[src/rtl/coe_load_controller.sv]
// Sequences a UART COE reload: holds the CPU in reset and routes programmer writes to IM or DM.
// It releases the CPU after a clean finish, or parks in ERROR when the transfer stalls.
module coe_load_controller #(
  parameter int unsigned TIMEOUT_CYCLES = 100000000,
  parameter int unsigned RELEASE_DELAY  = 16
) (
  input  logic        iFpgaClock,
  input  logic        iFpgaReset,
  input  logic        iStartReceiveCoe,
  input  logic        iUpgWriteEnable,
  input  logic [14:0] iUpgAddress,
  input  logic [31:0] iUpgData,
  input  logic        iUpgDone,
  output logic        oUpgReset,
  output logic        oCpuReset,
  output logic        oImWriteEnable,
  output logic        oDmWriteEnable,
  output logic [13:0] oWriteAddress,
  output logic [31:0] oWriteData,
  output logic [14:0] oImWordCount,
  output logic [14:0] oDmWordCount,
  output logic        oLoadBusy,
  output logic        oLoadDone,
  output logic        oLoadError
);

  localparam int TW = $clog2(TIMEOUT_CYCLES) + 1;
  localparam int DW = $clog2(RELEASE_DELAY) + 1;
  localparam logic [14:0] COUNT_MAX = 15'h7FFF;

  typedef enum logic [1:0] {ST_RUN, ST_LOAD, ST_DRAIN, ST_ERROR} state_e;

  state_e          state_q, state_d;
  logic            start_prev_q;
  logic [TW-1:0]   timer_q;
  logic [DW-1:0]   drain_q;
  logic            start_edge;
  logic            load_write;
  logic            timeout_hit;
  logic            next_busy;

  assign start_edge  = iStartReceiveCoe & ~start_prev_q;
  assign load_write  = (state_q == ST_LOAD) & iUpgWriteEnable;
  // Done outranks timeout, and any write in the same cycle restarts the idle window.
  assign timeout_hit = (state_q == ST_LOAD) & ~iUpgWriteEnable & ~iUpgDone &
                       (timer_q == TW'(TIMEOUT_CYCLES - 1));

  always_comb begin
    state_d = state_q;
    case (state_q)
      ST_RUN, ST_ERROR: if (start_edge) state_d = ST_LOAD;
      ST_LOAD: begin
        if (iUpgDone)         state_d = ST_DRAIN;
        else if (timeout_hit) state_d = ST_ERROR;
      end
      ST_DRAIN: if (drain_q == DW'(RELEASE_DELAY - 1)) state_d = ST_RUN;
      default: state_d = ST_RUN;
    endcase
  end

  assign next_busy = (state_d == ST_LOAD) | (state_d == ST_DRAIN);

  always_ff @(posedge iFpgaClock) begin
    if (iFpgaReset) begin
      state_q        <= ST_RUN;
      start_prev_q   <= 1'b0;
      timer_q        <= '0;
      drain_q        <= '0;
      oUpgReset      <= 1'b1;
      oCpuReset      <= 1'b1;
      oImWriteEnable <= 1'b0;
      oDmWriteEnable <= 1'b0;
      oWriteAddress  <= '0;
      oWriteData     <= '0;
      oImWordCount   <= '0;
      oDmWordCount   <= '0;
      oLoadBusy      <= 1'b0;
      oLoadDone      <= 1'b0;
      oLoadError     <= 1'b0;
    end else begin
      state_q        <= state_d;
      start_prev_q   <= iStartReceiveCoe;
      oUpgReset      <= ~next_busy;
      oCpuReset      <= (state_d != ST_RUN);
      oLoadBusy      <= next_busy;
      oImWriteEnable <= load_write & ~iUpgAddress[14];
      oDmWriteEnable <= load_write & iUpgAddress[14];

      if (state_q != ST_LOAD || load_write) timer_q <= '0;
      else                                  timer_q <= timer_q + 1'b1;

      if (state_q != ST_DRAIN) drain_q <= '0;
      else                     drain_q <= drain_q + 1'b1;

      if ((state_q == ST_RUN || state_q == ST_ERROR) && start_edge) begin
        oImWordCount <= '0;
        oDmWordCount <= '0;
        oLoadDone    <= 1'b0;
        oLoadError   <= 1'b0;
      end

      if (load_write) begin
        oWriteAddress <= iUpgAddress[13:0];
        oWriteData    <= iUpgData;
        if (iUpgAddress[14]) begin
          if (oDmWordCount != COUNT_MAX) oDmWordCount <= oDmWordCount + 1'b1;
        end else begin
          if (oImWordCount != COUNT_MAX) oImWordCount <= oImWordCount + 1'b1;
        end
      end

      if (state_q == ST_DRAIN && state_d == ST_RUN) oLoadDone  <= 1'b1;
      if (state_q == ST_LOAD && state_d == ST_ERROR) oLoadError <= 1'b1;
    end
  end

endmodule

[config.mk]
export PLATFORM = sky130hd
export DESIGN_NAME = coe_load_controller
export DESIGN_NICKNAME = d
export VERILOG_FILES = /design/src/rtl/coe_load_controller.sv
export SDC_FILE = /design/constraint.sdc
export NUM_CORES = 1
export LEC_CHECK = 0
export BUFFER_PORTS_ARGS = -buffer_cell sky130_fd_sc_hd__buf_2
export CAP_MARGIN = 20
export CORE_ASPECT_RATIO = 1.75
export CORE_MARGIN = 2
export CORE_UTILIZATION = 25
export CTS_CLUSTER_SIZE = 28
export DETAILED_ROUTE_END_ITERATION = 8
export GPL_TIMING_DRIVEN = 0
export PLACE_DENSITY = 0.47
export SYNTH_ARGS = -nofsm -noshare
export SYNTH_HDL_FRONTEND = slang
export SYNTH_SLANG_ARGS = --single-unit
[constraint.sdc]
create_clock -name iFpgaClock -period 2.3 [get_ports iFpgaClock]
set_clock_uncertainty 0.15 [all_clocks]
set_input_delay 0.23 -clock iFpgaClock [delete_from_list [all_inputs] [get_ports iFpgaClock]]
set_output_delay 0.23 -clock iFpgaClock [all_outputs]
set_load 0.05 [all_outputs]
-- Word level (Yosys, flattened, before mapping)
Index checks and enable logic that the tools add are counted.
Widths: inputs -> output; s select.
- equal/unequal tests: 12
- bitwise logic cells: 13
- reductions and logical operators: 13
- muxes and demuxes: 16
- $add $sub $neg: 4
- operator list (operator ; number):
    $mux 15 ; 8
    $add 15x1->15 const B ; 2
    $ne 15x15->1 const B ; 2
    $add 28x1->28 const B ; 1
    $eq 28x27->1 const B ; 1
    $eq 2x2->1 const B ; 4
    $mux 2 ; 4
    $and 1x1->1 ; 7
    $pmux 2 s3 ; 1
    $reduce_bool 2->1 ; 3
    $reduce_or 2->1 ; 3
    $add 5x1->5 const B ; 1
    $eq 5x4->1 const B ; 1
    $not 1->1 ; 5
    $eq 2x1->1 const B ; 2
    $logic_not 2->1 ; 2
    $logic_and 1x1->1 ; 3
    $mux 1 ; 3
    $logic_or 1x1->1 ; 2
    $ne 2x1->1 const B ; 1
    $ne 2x2->1 const B ; 1
    $or 1x1->1 ; 1
- output and inout bits: 83
- register bits after elaboration: 119

-- Logic depth before layout (Yosys ltp)
- depth after elaboration: 10
- mapped depth: 10
- depth with buffers taken out: 10

-- Worst setup path after synthesis
OpenSTA, ideal clock, no wires.
- kind: reg2reg
- from: reg oDmWordCount[0]
- to: reg oDmWordCount[9]
- arrival: 2283 ps
- cell stages (with the launch flop): 8
- data required time: 2028 ps
- slack: -255 ps
- path buffers: 2
- cells stage by stage: dfxtp_1 > ha_1 > clkbuf_1 > nand4_1 > or4_1 > buf_2 > and4_1 > a221o_1
- cells in the longest elaborated chain, start to end: 4
- elaborated cells between the ends (all ways): 5
- classes of those cells: 1 x add/sub; 1 x eq/ne; 3 x mux
- ends and longest elaborated chain (what ; line ; text):
    start, declared ; 21 ; output logic [14:0] oDmWordCount,
    start signal, assigned ; 106 ; if (oDmWordCount != COUNT_MAX) oDmWordCount <= oDmWordCount + 1'b1;
    $add 15x1->15 / $ne 15x15->1 (equally long branches) ; 106 ;
    $mux 15 * ; 106 ;
    $mux 15 * ; 105 ; if (iUpgAddress[14]) begin
    $mux 15 * ; 102 ; if (load_write) begin
Mark *: on every way between the ends. The rest lies on a longest branch, timed or not.
A chain may end at the register's enable or synchronous reset.

-- Worst setup path in the final report
- from: reg state_q[1]
- to: reg oUpgReset
- cells in the longest elaborated chain, start to end: 10
- elaborated cells between the ends (all ways): 17
- classes of those cells: 5 x eq/ne; 5 x mux; 5 x bitwise; 2 x reduce/logical
- ends and longest elaborated chain (what ; line ; text):
    start, declared ; 33 ; state_e state_q, state_d;
    start signal, assigned ; 81 ; state_q <= state_d;
    $eq 2x1->1 ; 45, 50 ;
    $and 1x1->1 (3 in a row) ; 45 ; assign timeout_hit = (state_q == ST_LOAD) & ~iUpgWriteEnable & ~iUpgDone &
    $mux 2 ; 54 ; else if (timeout_hit) state_d = ST_ERROR;
    $mux 2 ; 53 ; if (iUpgDone) state_d = ST_DRAIN;
    $pmux 2 s3 * ; 50 ; case (state_q)
    $eq 2x1->1 / $eq 2x2->1 (equally long branches) ; 61 ; assign next_busy = (state_d == ST_LOAD) | (state_d == ST_DRAIN);
    $or 1x1->1 * ; 61 ;
    named net next_busy ; 40 ; logic next_busy;
    $not 1->1 * ; 83 ; oUpgReset <= ~next_busy;
    end signal, assigned ; 83 ;
    end, declared ; 14 ; output logic oUpgReset,
Mark *: on every way through the listed nets, which the timed path passes. The rest lies on a longest branch.

==> out/metrics.json <==
{
  "outcome": {
    "outcome": "complete, but fails checks",
    "violations": "setup timing"
  },
  "worst_hold_path": {
    "hp-class": "input pin to register",
    "min_path_cells": 4
  },
  "synthesis": {
    "netlist_area_sq_um": 5240,
    "synth_area_leaders": "sky130_fd_sc_hd__dfxtp_1, sky130_fd_sc_hd__nand2_1, sky130_fd_sc_hd__a21oi_1, sky130_fd_sc_hd__nor2_1, sky130_fd_sc_hd__nand3_1",
    "synth_warnings": 0,
    "portion_of_synthesized_cell_area_occupied_by_the_leading_cell_type_pct": 45.4,
    "synthesis.instances": 627,
    "synth.distinct_cells": 58,
    "area_leader_netlist": "sky130_fd_sc_hd__dfxtp_1",
    "syn-mean-instance-area_sq_um": 8.36,
    "postSynthNetCount": 688,
    "postSynthRegisterBits": 119,
    "asyncSetResetFlopFracSynth_pct": 0,
    "synth-seq-area-share_pct": 45.4,
    "synth-edff-count": 0,
    "synth_flop_cell": "sky130_fd_sc_hd__dfxtp_1"
  },
  "clock_tree": {
    "tritoncts_clock_tree": "built",
    "max-clock-path-buffers": 2,
    "tritoncts_num_sinks": 119,
    "total_cts_buffers": 17,
    "ctsHtreeMaxLevel": 4,
    "clock_tree.root_cell": "sky130_fd_sc_hd__clkbuf_16",
    "insertion_delay_ps": 420,
    "cts.clk_slew.worst_paths_ps": 50
  },
  "routing": {
    "detail_route.wirelength_um": 16900,
    "residual_drc_count": 0,
    "route.detailed.vias_per_inst": 4.84,
    "postRouteAntennaNets": 0,
    "detail_route.first_pass.iterations": 4,
    "detail_route.iter0.violations": 284,
    "routedWlPerCell_um": 15.3,
    "num_vias": 5321
  },
  "timing": {
    "setup_viol_count_final": 1,
    "slew_viol_final": 0,
    "final_min_period_over_clock_period_pct": 101,
    "slew_at_the_pin_closest_to_its_max_slew_limit_ps": 741,
    "rsz0062_at_grt": "yes",
    "fmax_mhz": 431,
    "final_period_minus_worst_setup_slack_ps": 2320,
    "fin_ws_ps": -21.6,
    "hold_viol_final": 0,
    "worst_slew_margin_rel_pct": 50.2
  },
  "global_routing": {
    "grt_remaining_overflow": 0,
    "grt_first_pass_wirelength_um": 27200,
    "number_of_antenna_violations_at_the_first_check_in_global_routing": 0,
    "vias_in_the_first_global_route": 5221,
    "maximum_number_of_pins_on_one_net_before_global_route_repair": 17,
    "grt_use_total_pct": 15.6
  },
  "place": {
    "place_congestion": 0.805,
    "dp.final_hpwl_um": 12000,
    "port-buffer-count": 132,
    "pre_cts_ws_ps": -260
  },
  "cells_and_area": {
    "antenna-diode-count": 0,
    "share_of_post_route_cells_with_drive_strength_above_1_pct": 28.3,
    "syn_to_final_growth_pct": 44.0,
    "postLayoutCoreUtil_pct": 36.4,
    "nFillCells": 2170,
    "layout.nets": 897
  },
  "power": {
    "power_density_nw_per_um2": 703,
    "power_leakage_nw": 3.00,
    "worst_ir_drop_vdd_uv": 422
  },
  "die": {
    "core_region_area_sq_um": 20800,
    "die_w_um": 113,
    "die-area_sq_um": 22200,
    "num_io_pins": 135,
    "starting_density_of_the_core_pct": 25.3,
    "core.rowCount": 70,
    "die_h_um": 196
  },
  "flow_run": {
    "max_cap_viols": 0
  },
  "critical_path": {
    "crit_arrival_ps": 2480,
    "worst-setup-path-type": "register to register",
    "critical_path.startpoint_type": "register",
    "worst_ep_required_time_ps": 2460,
    "number_of_cell_instances_on_the_worst_register_to_register_path": 10,
    "timing.critical_path.to_type": "register",
    "worst-path-max-fanout": 5
  }
}
## cells in the mapped netlist, types with 4 or more instances
| library cell | number |
|---|---|
| sky130_fd_sc_hd__nor3_1 | 13 |
| sky130_fd_sc_hd__o21a_1 | 4 |
| sky130_fd_sc_hd__or3_1 | 10 |
| sky130_fd_sc_hd__nand4_1 | 18 |
| sky130_fd_sc_hd__a31oi_1 | 4 |
| sky130_fd_sc_hd__and3_1 | 10 |
| sky130_fd_sc_hd__buf_2 | 6 |
| sky130_fd_sc_hd__nand2b_1 | 4 |
| sky130_fd_sc_hd__xor2_1 | 8 |
| sky130_fd_sc_hd__o31ai_1 | 6 |
| sky130_fd_sc_hd__nor2b_1 | 4 |
| sky130_fd_sc_hd__a21oi_1 | 66 |
| sky130_fd_sc_hd__inv_1 | 13 |
| sky130_fd_sc_hd__o211ai_1 | 9 |
| sky130_fd_sc_hd__ha_1 | 9 |
| sky130_fd_sc_hd__clkbuf_1 | 20 |
| sky130_fd_sc_hd__nor2_1 | 35 |
| sky130_fd_sc_hd__dfxtp_1 | 119 |
| sky130_fd_sc_hd__nor4_1 | 12 |
| sky130_fd_sc_hd__nand3_1 | 25 |
| sky130_fd_sc_hd__o21ai_0 | 13 |
| sky130_fd_sc_hd__nand2_1 | 122 |
| sky130_fd_sc_hd__and4_1 | 12 |
| sky130_fd_sc_hd__and2_1 | 4 |
| sky130_fd_sc_hd__o21ai_1 | 4 |
| sky130_fd_sc_hd__a41oi_1 | 4 |
| sky130_fd_sc_hd__a221o_1 | 4 |
| sky130_fd_sc_hd__or4_1 | 15 |
| sky130_fd_sc_hd__xnor2_1 | 7 |
## logic make-up (layout without fill, tap and decap cells)
kind of cell / count (synthesis) / in the layout / share of synthesized area (%)
AND/OR/NAND/NOR: 299 / 299 / 29.1
AO/OA/AOI/OAI: 133 / 133 / 15.6
flip-flops: 119 / 119 / 45.4
buffers and inverters: 48 / 269 / 4.34
XOR/XNOR: 15 / 15 / 2.51
adder cells (fa/ha/maj): 9 / 9 / 2.15
multiplexers: 4 / 4 / 0.811
## path summary, 6_finish.rpt
path	slack, ps	startpoint	to
worst max-delay path	-20	state_q[1]$_SDFF_PP0_	oUpgReset$_SDFF_PP1_
worst min-delay path	40	iUpgWriteEnable	timer_q[26]$_SDFF_PP0_
worst max register to register	-20	state_q[1]$_SDFF_PP0_	oUpgReset$_SDFF_PP1_
worst min register to register	300	timer_q[0]$_SDFF_PP0_	timer_q[0]$_SDFF_PP0_
## where the power goes
group	switching (mW)	internal [mW]	leakage [nW]
Sequential	0.0243	2.11	0.974
Clock	0.918	1.68	0.284
Combinational	0.370	0.210	1.74
Total	1.31	4.00	3.00
## per-layer routing
layer	part of all wire, %	routed length [um]	vias up	track usage, %
met5	0	0	-	0
met3	3.4	572	31	3.51
met1	38	6390	2502	16.0
met4	2.8	465	0	7.45
li1	-	-	2685	-
met2	56	9460	103	29.2
## state kept, by name, indices dropped and copies added, names as in the netlist
name / count
oWriteData: 32
timer_q: 28
oDmWordCount: 15
oImWordCount: 15
oWriteAddress: 14
drain_q: 5
state_q: 2
oCpuReset: 1
oDmWriteEnable: 1
oImWriteEnable: 1
oLoadBusy: 1
oLoadDone: 1
oLoadError: 1
oUpgReset: 1
start_prev_q: 1
## area by class of cell
class                      instances  area (sq um)  area share, %
multi-input combinational        460          2770           36.7
sequential                       119          2420           32.0
buffer                            30           178           2.35
clock inverter                     2          35.0          0.464
tap                              252           315           4.17
inverter                          14          52.6          0.696
clock buffer                      29           541           7.16
timing repair buffer             194          1240           16.5
## per-stage QoR
| stage | power, mW | instances | instance area [sq um] | TNS, ps | hold WS (ps) |
|---|---|---|---|---|---|
| after global routing | 5.52 | 1100 | 7550 | -480 | 45.1 |
| after global placement | 2.66 | 1011 | 6250 | -3190 | 282 |
| after CTS | 5.38 | 1095 | 7420 | -26.0 | 26.0 |
| after floorplan | 2.49 | 627 | 5280 | 0 | 208 |
| final | 5.31 | 1100 | 7550 | -21.6 | 36.0 |
| after detailed placement | 2.66 | 1011 | 6250 | -3000 | 293 |
## cells in the final DEF, fill, tap and decap left out, drive strengths merged, types with 16 or more instances in the layout
cell type    instances
a21oi               67
buf                160
clkbuf              46
dfxtp              119
dlygate4sd3         47
nand2              122
nand3               25
nand4               21
nor2                35
o21ai               17
or4                 16
## critical path, cell delays in order, from the launching register on
cell and delay [ps]:
sky130_fd_sc_hd__dfxtp_4 360, sky130_fd_sc_hd__inv_2 60, sky130_fd_sc_hd__ha_4 130, sky130_fd_sc_hd__buf_8 100, sky130_fd_sc_hd__nor2b_4 150, sky130_fd_sc_hd__nand4_1 110, sky130_fd_sc_hd__or4_4 510, sky130_fd_sc_hd__a21o_1 210
sky130_fd_sc_hd__ha_4 270, sky130_fd_sc_hd__nor2b_4 130, sky130_fd_sc_hd__inv_1 40
## timing repair
| action | 4_1_cts | 5_1_grt |
|---|---|---|
| buffers inserted | 8 | 7 |
| endpoints found under the setup margin | 24 | 77 |
| endpoints found under the hold margin | 47 | 0 |
| pin swaps | 4 | 9 |
| hold buffers | 47 | 0 |
| gates cloned | 0 | 0 |
| gates resized for setup | 21 | 25 |
No activity file was read; power rests on OpenSTA's default activity.
